**src/rtl/gb_intctl.sv**
```systemverilog
// gb_intctl: DMG interrupt controller with IF/IE registers, source edge detection and the ack/vector handshake.
// Optional macro GB_INTCTL_WAKE_EN adds a registered wake output (|pending) for HALT/STOP exit.
`default_nettype none

module gb_intctl #(
  parameter int          NSRC     = 5,
  parameter logic [7:0]  VEC_BASE = 8'h40
) (
  input  logic            clk,
  input  logic            reset_n,
  input  logic            sel_if,
  input  logic            sel_ie,
  input  logic            wr,
  input  logic [7:0]      data_in,
  output logic [7:0]      data_out,
  input  logic [NSRC-1:0] src,
  input  logic            ime,
  output logic            irq,
  input  logic            int_ack,
  output logic [7:0]      int_vec
`ifdef GB_INTCTL_WAKE_EN
  ,
  output logic            wake
`endif
);

  localparam int IW = $clog2(NSRC);

  localparam logic [0:0] ST_IDLE = 1'b0;
  localparam logic [0:0] ST_ACK  = 1'b1;

  logic [NSRC-1:0] if_q, if_d;
  logic [7:0]      ie_q, ie_d;
  logic [NSRC-1:0] src_prev_q;
  logic [0:0]      state_q, state_d;
  logic [7:0]      vec_q, vec_d;

  logic [NSRC-1:0] rise;
  logic [NSRC-1:0] pending;
  logic            any_pend;
  logic [IW-1:0]   win_idx;
  logic            capture;

  assign rise     = src & ~src_prev_q;
  assign pending  = if_q & ie_q[NSRC-1:0];
  assign any_pend = |pending;
  assign capture  = (state_q == ST_IDLE) && int_ack;

  // Scan from the top so the lowest set bit is left in win_idx.
  always_comb begin
    win_idx = '0;
    for (int i = NSRC - 1; i >= 0; i--) begin
      if (pending[i]) win_idx = i[IW-1:0];
    end
  end

  // Per-bit precedence: source rise over ack clear over CPU write.
  always_comb begin
    if_d = if_q;
    if (wr && sel_if) if_d = data_in[NSRC-1:0];
    if (capture && any_pend) if_d[win_idx] = 1'b0;
    if_d = if_d | rise;
  end

  always_comb begin
    ie_d = ie_q;
    if (wr && sel_ie) ie_d = data_in;
  end

  always_comb begin
    state_d = state_q;
    vec_d   = vec_q;
    case (state_q)
      ST_IDLE: begin
        if (int_ack) begin
          state_d = ST_ACK;
          vec_d   = any_pend ? (VEC_BASE + 8'({win_idx, 3'b000})) : 8'h00;
        end
      end
      default: begin
        if (!int_ack) begin
          state_d = ST_IDLE;
          vec_d   = 8'h00;
        end
      end
    endcase
  end

  always_ff @(posedge clk or negedge reset_n) begin
    if (!reset_n) begin
      if_q       <= '0;
      ie_q       <= 8'h00;
      src_prev_q <= '1;
      state_q    <= ST_IDLE;
      vec_q      <= 8'h00;
    end else begin
      if_q       <= if_d;
      ie_q       <= ie_d;
      src_prev_q <= src;
      state_q    <= state_d;
      vec_q      <= vec_d;
    end
  end

  always_comb begin
    data_out = 8'hff;
    if (sel_if)      data_out = {{(8-NSRC){1'b1}}, if_q};
    else if (sel_ie) data_out = ie_q;
  end

  assign irq     = ime && any_pend && (state_q == ST_IDLE);
  assign int_vec = vec_q;

`ifdef GB_INTCTL_WAKE_EN
  logic wake_q;

  always_ff @(posedge clk or negedge reset_n) begin
    if (!reset_n) wake_q <= 1'b0;
    else          wake_q <= any_pend;
  end

  assign wake = wake_q;
`endif

endmodule

`default_nettype wire

```
**config.mk**
```make
export PLATFORM = sky130hd
export DESIGN_NAME = gb_intctl
export DESIGN_NICKNAME = d
export VERILOG_FILES = /design/src/rtl/gb_intctl.sv
export SDC_FILE = /design/constraint.sdc
export NUM_CORES = 1
export LEC_CHECK = 0
export ABC_CLOCK_PERIOD_IN_PS = 3800
export CAP_MARGIN = 15
export CORE_UTILIZATION = 48
export DETAILED_ROUTE_END_ITERATION = 16
export PLACE_DENSITY = 0.83
export SKIP_LAST_GASP = 1
export SYNTH_ARGS = -nofsm -noshare
export SYNTH_HDL_FRONTEND = slang
export SYNTH_SLANG_ARGS = --single-unit
export TNS_END_PERCENT = 20
```
**constraint.sdc**
```tcl
create_clock -name clk -period 3.8 [get_ports clk]
set_clock_uncertainty 0.05 [all_clocks]
set_input_delay 0.76 -clock clk [delete_from_list [all_inputs] [get_ports clk]]
set_output_delay 0.76 -clock clk [all_outputs]
set_load 0.03 [all_outputs]
```
---- Word-level counts from Yosys, hierarchy flattened ----
Cells that the tools add are included.
cells by class
  add/subtract/negate cells ............... 1
  order comparisons ....................... 2
  equal/unequal tests ..................... 1
  muxes and demuxes ....................... 16
  bitwise gates (word level) .............. 7
  reductions and logical operators ........ 10
operators with widths
  kind                                                                           count
  8-bit 2-to-1 mux                                                               6
  5-bit AND                                                                      3
  3-bit 2-to-1 mux                                                               5
  5-bit 2-to-1 mux                                                               2
  5-bit NOT                                                                      2
  7-bit by 6-bit adder with 8-bit output (first input constant)                  1
  1-bit logical AND                                                              7
  5-bit OR                                                                       1
  5-bit OR reduction                                                             1
  3-bit by 4-bit less-than comparator with 1-bit output (second input constant)  1
  1-bit demux with 3-bit select                                                  1
  3-bit by 1-bit >= comparator with 1-bit output (second input constant)         1
  1-bit 2-to-1 mux                                                               2
  2-bit != test (second input constant)                                          1
  2-bit AND reduction                                                            1
  2-bit nonzero test                                                             1
  1-bit NOT                                                                      1
word-level totals
  register bits ........................... 27

---- Depth between registers and ports, before layout ----
Gate-level depths: netlist of the first run.
  depth after elaboration ................. 14
  depth in mapped cells ................... 5
  mapped depth without buffers ............ 5

---- Least setup slack after synthesis of the first run ----
Ideal clock, no wire load.
  path kind ............................... input port to output port
  start point ............................. input port sel_if
  end point ............................... output port data_out[0]
  arrival ................................. 1,468 ps
  setup slack ............................. 1,522 ps
  stages on the path ...................... 3
  cell sequence ........................... buf_2 nor3b_1 a21oi_1
on the way
  cells in the longest elaborated chain, start to end .. 1
ends and longest elaborated chain
  element             RTL line  text
  start: declaration  11        input logic sel_if,
  8-bit 2-to-1 mux    107       if (sel_if) data_out = {{(8-NSRC){1'b1}}, if_q};
  end: declaration    15        output logic [7:0] data_out,
No other way between the ends.

---- Worst setup path in the final report of the first run ----
  start point ............................. input port sel_if
  end point ............................... output port data_out[2]
Same word-level chain as after synthesis.

==> results.toml, run 1 <==
[status]
status = "complete, no violations"

[yosys]
synth_top_family_by_area = "simple AND/OR/NAND/NOR gates"
synthMuxAreaShare_pct = 12.4
synth.distinct_cells = 27
synthCells = 105
synthXorXnorAreaFrac_pct = 0
synth_compound_area_share_pct = 13.3
syn-cell-area_um2 = 1130
synth_seq_cells = 23
synthSimpleGateAreaFrac_pct = 13.9
ys.warnings.count = 0
avgSynthCellArea_um2 = 10.7
post_synth_fa_ha_maj_area_fraction_pct = 1.11
ys_seq_area_share_pct = 51.7

[floorplan]
die_y_um = 50.4
start_util_pct = 50.9
num_io_pins = 37
core_area_um2 = 2210
rows = 17
die_w_um = 50.4
dieArea_um2 = 2540

[clock_tree]
cts_tree = "yes"
insertion_delay_ns = 0.31
numCtsBuffers = 3
cts.repair.resized = 0
ctsRootBufferMaster = "clkbuf_4"
clock_sinks = 23
postCtsSetupRepairBufs = 0
cts.path.max_buffers = 2
cts_htree_levels = 1
path_clk_slew_ns = 0.11
ctsHoldBuffers = 0

[routing]
totalWireLength_um = 2230
drcViolationCount = 0
via_per_inst = 5.26
vias = 873
drt-wirelength-per-cell_um = 13.4
first_pass_iters = 4
antenna_left = 0
first_iter_violations = 6

[final_layout]
area_growth_pct = 31.3
layout.cells.non_filler = 166
drive_gt1_share_pct = 14.5
antenna_cells = 0
layout_common_cells = "clkdlybuf4s50_1, dfrtp_1, inv_1"
layout_commonest_cell = "clkdlybuf4s50_1"
nets = 160

[setup_path]
r2r_setup_slack_ns = 2.37
path_max_fanout = 13
cp-startpoint = "sel_if"
r2r_cells = 4
path_class = "in -> out"
cp-end-kind = "output pin"
r2r_end = "int_vec[3]"
arrival_ns = 2.48
timing.rr.start = "state_q"
max_stage_delay_ns = 0.72
crit_top_cell = "clkdlybuf4s50_1"
critical_path.endpoint = "data_out[2]"
cp_slowest_cell = "clkdlybuf4s50_1"
cp_cell_sequence = "clkdlybuf4s50_1 > nor3b_1 > a21oi_1 > clkdlybuf4s50_1"
required_ns = 2.99
cp-start-kind = "input pin"

[global_routing]
grt_max_degree = 24
grt_pass1_wl_um = 4000
first_global_vias = 909
gr-total-overflow = 0
track_usage_pct = 21.7
antenna_found_initial = 0

[min_path]
min_path_type = "reg -> reg"
min_from = "ie_q[7]"

[power_and_ir_drop]
power_density_nw_per_um2 = 403
peakVddDrop_uv = 260
leakage_nw = 0.655

[placed_design]
io_buffers = 32
gp_congestion = 0.824
placed_cells = 162
dp_hpwl_um = 1710

[timing]
setup_tns_ns = 0
clock.fmax_ghz = 0.304
period_share_pct = 86.5
slew_violations = 0
holdWs_ns = 0.456
worst_pin_slew_ns = 1.01
slew_headroom_pct = 32.6
grt_setup_unrepaired = "false"
period_needed_ns = 3.29
hold_viol_final = 0
setup_viol = 0

[run]
cap_violations = 0
worst max-delay path, delay by kind of cell:
kind | cells | cell delay (ns)
simple gates | 1 | 0.10
buf+inv | 2 | 1.42
compound gates | 1 | 0.19
worst min-delay path by stage:
stage / end / slack [ns] / depth (start not counted)
2_1_floorplan: ie_q[0] / 0.41 / 0
3_5_place_dp: ie_q[7] / 0.43 / 1
6_report: ie_q[7] / 0.46 / 1
3_3_place_gp: ie_q[7] / 0.43 / 1
4_1_cts: ie_q[7] / 0.46 / 1
5_1_grt: ie_q[7] / 0.49 / 1
through the flow:
stage / util [%] / total power, W / worst slack [ns] / cell area (um^2)
after global placement: 65.7 / 0.000487 / 0.593 / 1450
after CTS: 66.9 / 0.000605 / 0.504 / 1480
after detailed placement: 65.7 / 0.000493 / 0.519 / 1450
after floorplan: - / 0.000418 / 1.52 / 1140
final: 66.9 / 0.000596 / 0.513 / 1480
after global routing: 66.9 / 0.000632 / 0.405 / 1480
synthesized netlist by cell type:
library cell | instances | area (um^2)
dfrtp_1 | 18 | 450
inv_1 | 11 | 41.3
a21oi_1 | 10 | 50.1
mux2_2 | 8 | 90.1
nand2_1 | 7 | 26.3
dfstp_2 | 5 | 131
mux2i_1 | 5 | 50.1
nor3b_1 | 5 | 37.5
o22ai_1 | 5 | 31.3
buf_4 | 4 | 30.0
nand3_1 | 4 | 20.0
a22o_1 | 3 | 26.3
nand2b_1 | 3 | 18.8
buf_2 | 2 | 10.0
nor3_1 | 2 | 10.0
o21ai_0 | 2 | 10.0
a211oi_1 | 1 | 7.51
a22o_4 | 1 | 17.5
and2_1 | 1 | 6.26
conb_1 | 1 | 3.75
ha_1 | 1 | 12.5
nand2_2 | 1 | 6.26
nor2_1 | 1 | 3.75
nor2_2 | 1 | 6.26
nor2b_1 | 1 | 6.26
nor4b_2 | 1 | 15.0
o31ai_1 | 1 | 7.51
cells by family after synthesis:
group,Yosys count
fa+ha+maj,1
mux,13
buf+inv,17
compound gates,23
simple gates,27
other cells,1
flops,23
state kept, by name, summed over array words and instances (netlist names):
| name | count |
|---|---|
| state_q | 1 |
| int_vec | 4 |
| src_prev_q | 5 |
| ie_q | 8 |
| if_q | 5 |
power breakdown:
| part | internal, W | switching [W] |
|---|---|---|
| clock | 0.0000411 | 0.0000682 |
| combinational | 0.0000873 | 0.0000946 |
| sequential | 0.000277 | 0.0000287 |
| total | 0.000405 | 0.000191 |
layer usage:
metal  routed length, um  track usage [%]  up-vias
li1                    -                -      424
met4                  37             8.33        0
met5                   0                0        -
met2                1170             37.8       21
met3                 101             6.97        5
met1                 917             24.6      423
area by class of cell:
| type | instances | area, um^2 |
|---|---|---|
| clock buffer | 4 | 26.3 |
| sequential | 23 | 582 |
| timing repair buffer | 32 | 320 |
| fill | 189 | 733 |
| multi-input combinational | 68 | 474 |
| inverter | 11 | 41.3 |
| tap | 28 | 35.0 |
Power figures use the tool's default switching activity.
==> inputs of run 2 (changes only) <==
--- a/config.mk
+++ b/config.mk
@@ -9,6 +9,7 @@
 export CAP_MARGIN = 15
 export CORE_UTILIZATION = 48
 export DETAILED_ROUTE_END_ITERATION = 16
+export MAX_ROUTING_LAYER = met4
 export PLACE_DENSITY = 0.83
 export SKIP_LAST_GASP = 1
 export SYNTH_ARGS = -nofsm -noshare
==> run 2 against run 1 <==
First-iteration DRC count shrank 17%. Global-route usage grew 0.54 points. Clock power is essentially flat. Via count shrank 0.34%. Non-clock buffer count is the same. Critical path type unchanged. Largest power group unchanged.
==> results.toml, run 2 (same netlist as run 1, synthesis figures left out) <==
[setup_path]
timing.rr.start = "state_q"
r2r_cells = 4
arrival_ns = 2.48
cp-start-kind = "input pin"
r2r_end = "int_vec[3]"
path_max_fanout = 13
path_class = "in -> out"
cp-end-kind = "output pin"
r2r_setup_slack_ns = 2.37
required_ns = 2.99

[global_routing]
gr-total-overflow = 0
antenna_found_initial = 0
grt_pass1_wl_um = 3990
track_usage_pct = 22.3
first_global_vias = 911
grt_max_degree = 24

[routing]
via_per_inst = 5.24
antenna_left = 0
drt-wirelength-per-cell_um = 13.4
drcViolationCount = 0
vias = 870
first_pass_iters = 4
first_iter_violations = 5
totalWireLength_um = 2230

[final_layout]
seqCellArea_um2 = 582
reg_top3 = "ie_q: 8 flops, if_q: 5 flops, src_prev_q: 5 flops"
fin_util_pct = 66.9
nets = 160
largest_register_ffs = 8
layout_common_cells = "clkdlybuf4s50_1, dfrtp_1, inv_1"
antenna_cells = 0
final_area_um2 = 1480
fill_cells = 189
area_growth_pct = 31.3
multiInputGateArea_um2 = 474
layout_commonest_cell = "clkdlybuf4s50_1"
drive_gt1_share_pct = 14.5
regMostFlops = "ie_q"

[timing]
clock.fmax_ghz = 0.304
slew_violations = 0
grt_setup_unrepaired = "false"
worst_pin_slew_ns = 1.01
period_share_pct = 86.6
period_needed_ns = 3.29
holdWs_ns = 0.456
setup_viol = 0
fin_ws_ns = 0.509
hold_viol_final = 0
slew_headroom_pct = 32.6
setup_tns_ns = 0

[power_and_ir_drop]
leakage_nw = 0.655
pwr-share-comb_pct = 30.5
seqPwrFrac_pct = 51.2
power_density_nw_per_um2 = 403
swShare_pct = 32.1
peakVddDrop_uv = 260
pwr-share-clk_pct = 18.3
power.internal_w = 0.000405
power.switching_w = 0.000191

[placed_design]
dp_hpwl_um = 1710
place_ws_ns = 0.519
gp_congestion = 0.836
io_buffers = 32
place_area_um2 = 1450

[min_path]
min_path_cells = 1
min_path_type = "reg -> reg"
min_from = "ie_q[7]"
min_to = "ie_q[7]"

[run]
cap_violations = 0

[clock_tree]
ctsHoldBuffers = 0
path_clk_slew_ns = 0.11
clock_sinks = 23
insertion_delay_ns = 0.31
postCtsSetupRepairBufs = 0
cts.repair.resized = 0
cts_htree_levels = 1
cts_tree = "yes"
numCtsBuffers = 3
cts.path.max_buffers = 2
ctsRootBufferMaster = "clkbuf_4"

[floorplan]
dieArea_um2 = 2540
die_y_um = 50.4
num_io_pins = 37
core_area_um2 = 2210
start_util_pct = 50.9
rows = 17
die_w_um = 50.4

[status]
status = "complete, no violations"
==> run 2: cell counts in the layout (fill, tap and decap cells not counted) <==
Identical to the previous run, type by type.
==> run 2: stage by stage <==
| step | instances | power (W) |
|---|---|---|
| floorplan | 108 | 0.000418 |
| global route | 166 | 0.000632 |
| CTS | 166 | 0.000605 |
| detailed placement | 162 | 0.000493 |
| finish | 166 | 0.000596 |
| global placement | 162 | 0.000487 |
==> run 2: worst max-delay path by stage <==
stage | startpoint | to | slack, ns | depth (start not counted)
after detailed placement | sel_if | data_out[2] | 0.52 | 4
after global routing | sel_if | data_out[2] | 0.40 | 4
after CTS | sel_if | data_out[2] | 0.50 | 4
final | sel_if | data_out[2] | 0.51 | 4
after floorplan | sel_if | data_out[0] | 1.52 | 3
after global placement | sel_if | data_out[2] | 0.59 | 4
==> run 2: metal layers <==
layer	track usage (%)	vias up	wire [um]
li1	-	423	-
met1	24.8	422	942
met2	37.8	20	1170
met3	6.36	5	79
met4	8.33	0	34
met5	-	-	0
==> run 2: layout make-up <==
class	instances	share of cell area (%)
Tap cell	28	2.37
Timing Repair Buffer	32	21.7
Multi-Input combinational cell	68	32.1
Sequential cell	23	39.3
Clock buffer	4	1.78
Inverter	11	2.79
==> run 2: critical path, cell delays in order <==
cell,delay [ns]
clkdlybuf4s50_1,0.72
nor3b_1,0.10
a21oi_1,0.19
clkdlybuf4s50_1,0.70
==> run 2: power groups by stage <==
stage / Combinational (W) / Sequential, W / Clock [W]
after floorplan: 0.000103 / 0.000315 / 0
after global placement: 0.000179 / 0.000308 / 0
after detailed placement: 0.000183 / 0.000310 / 0
after CTS: 0.000184 / 0.000305 / 0.000116
after global routing: 0.000198 / 0.000310 / 0.000123
final: 0.000182 / 0.000305 / 0.000109
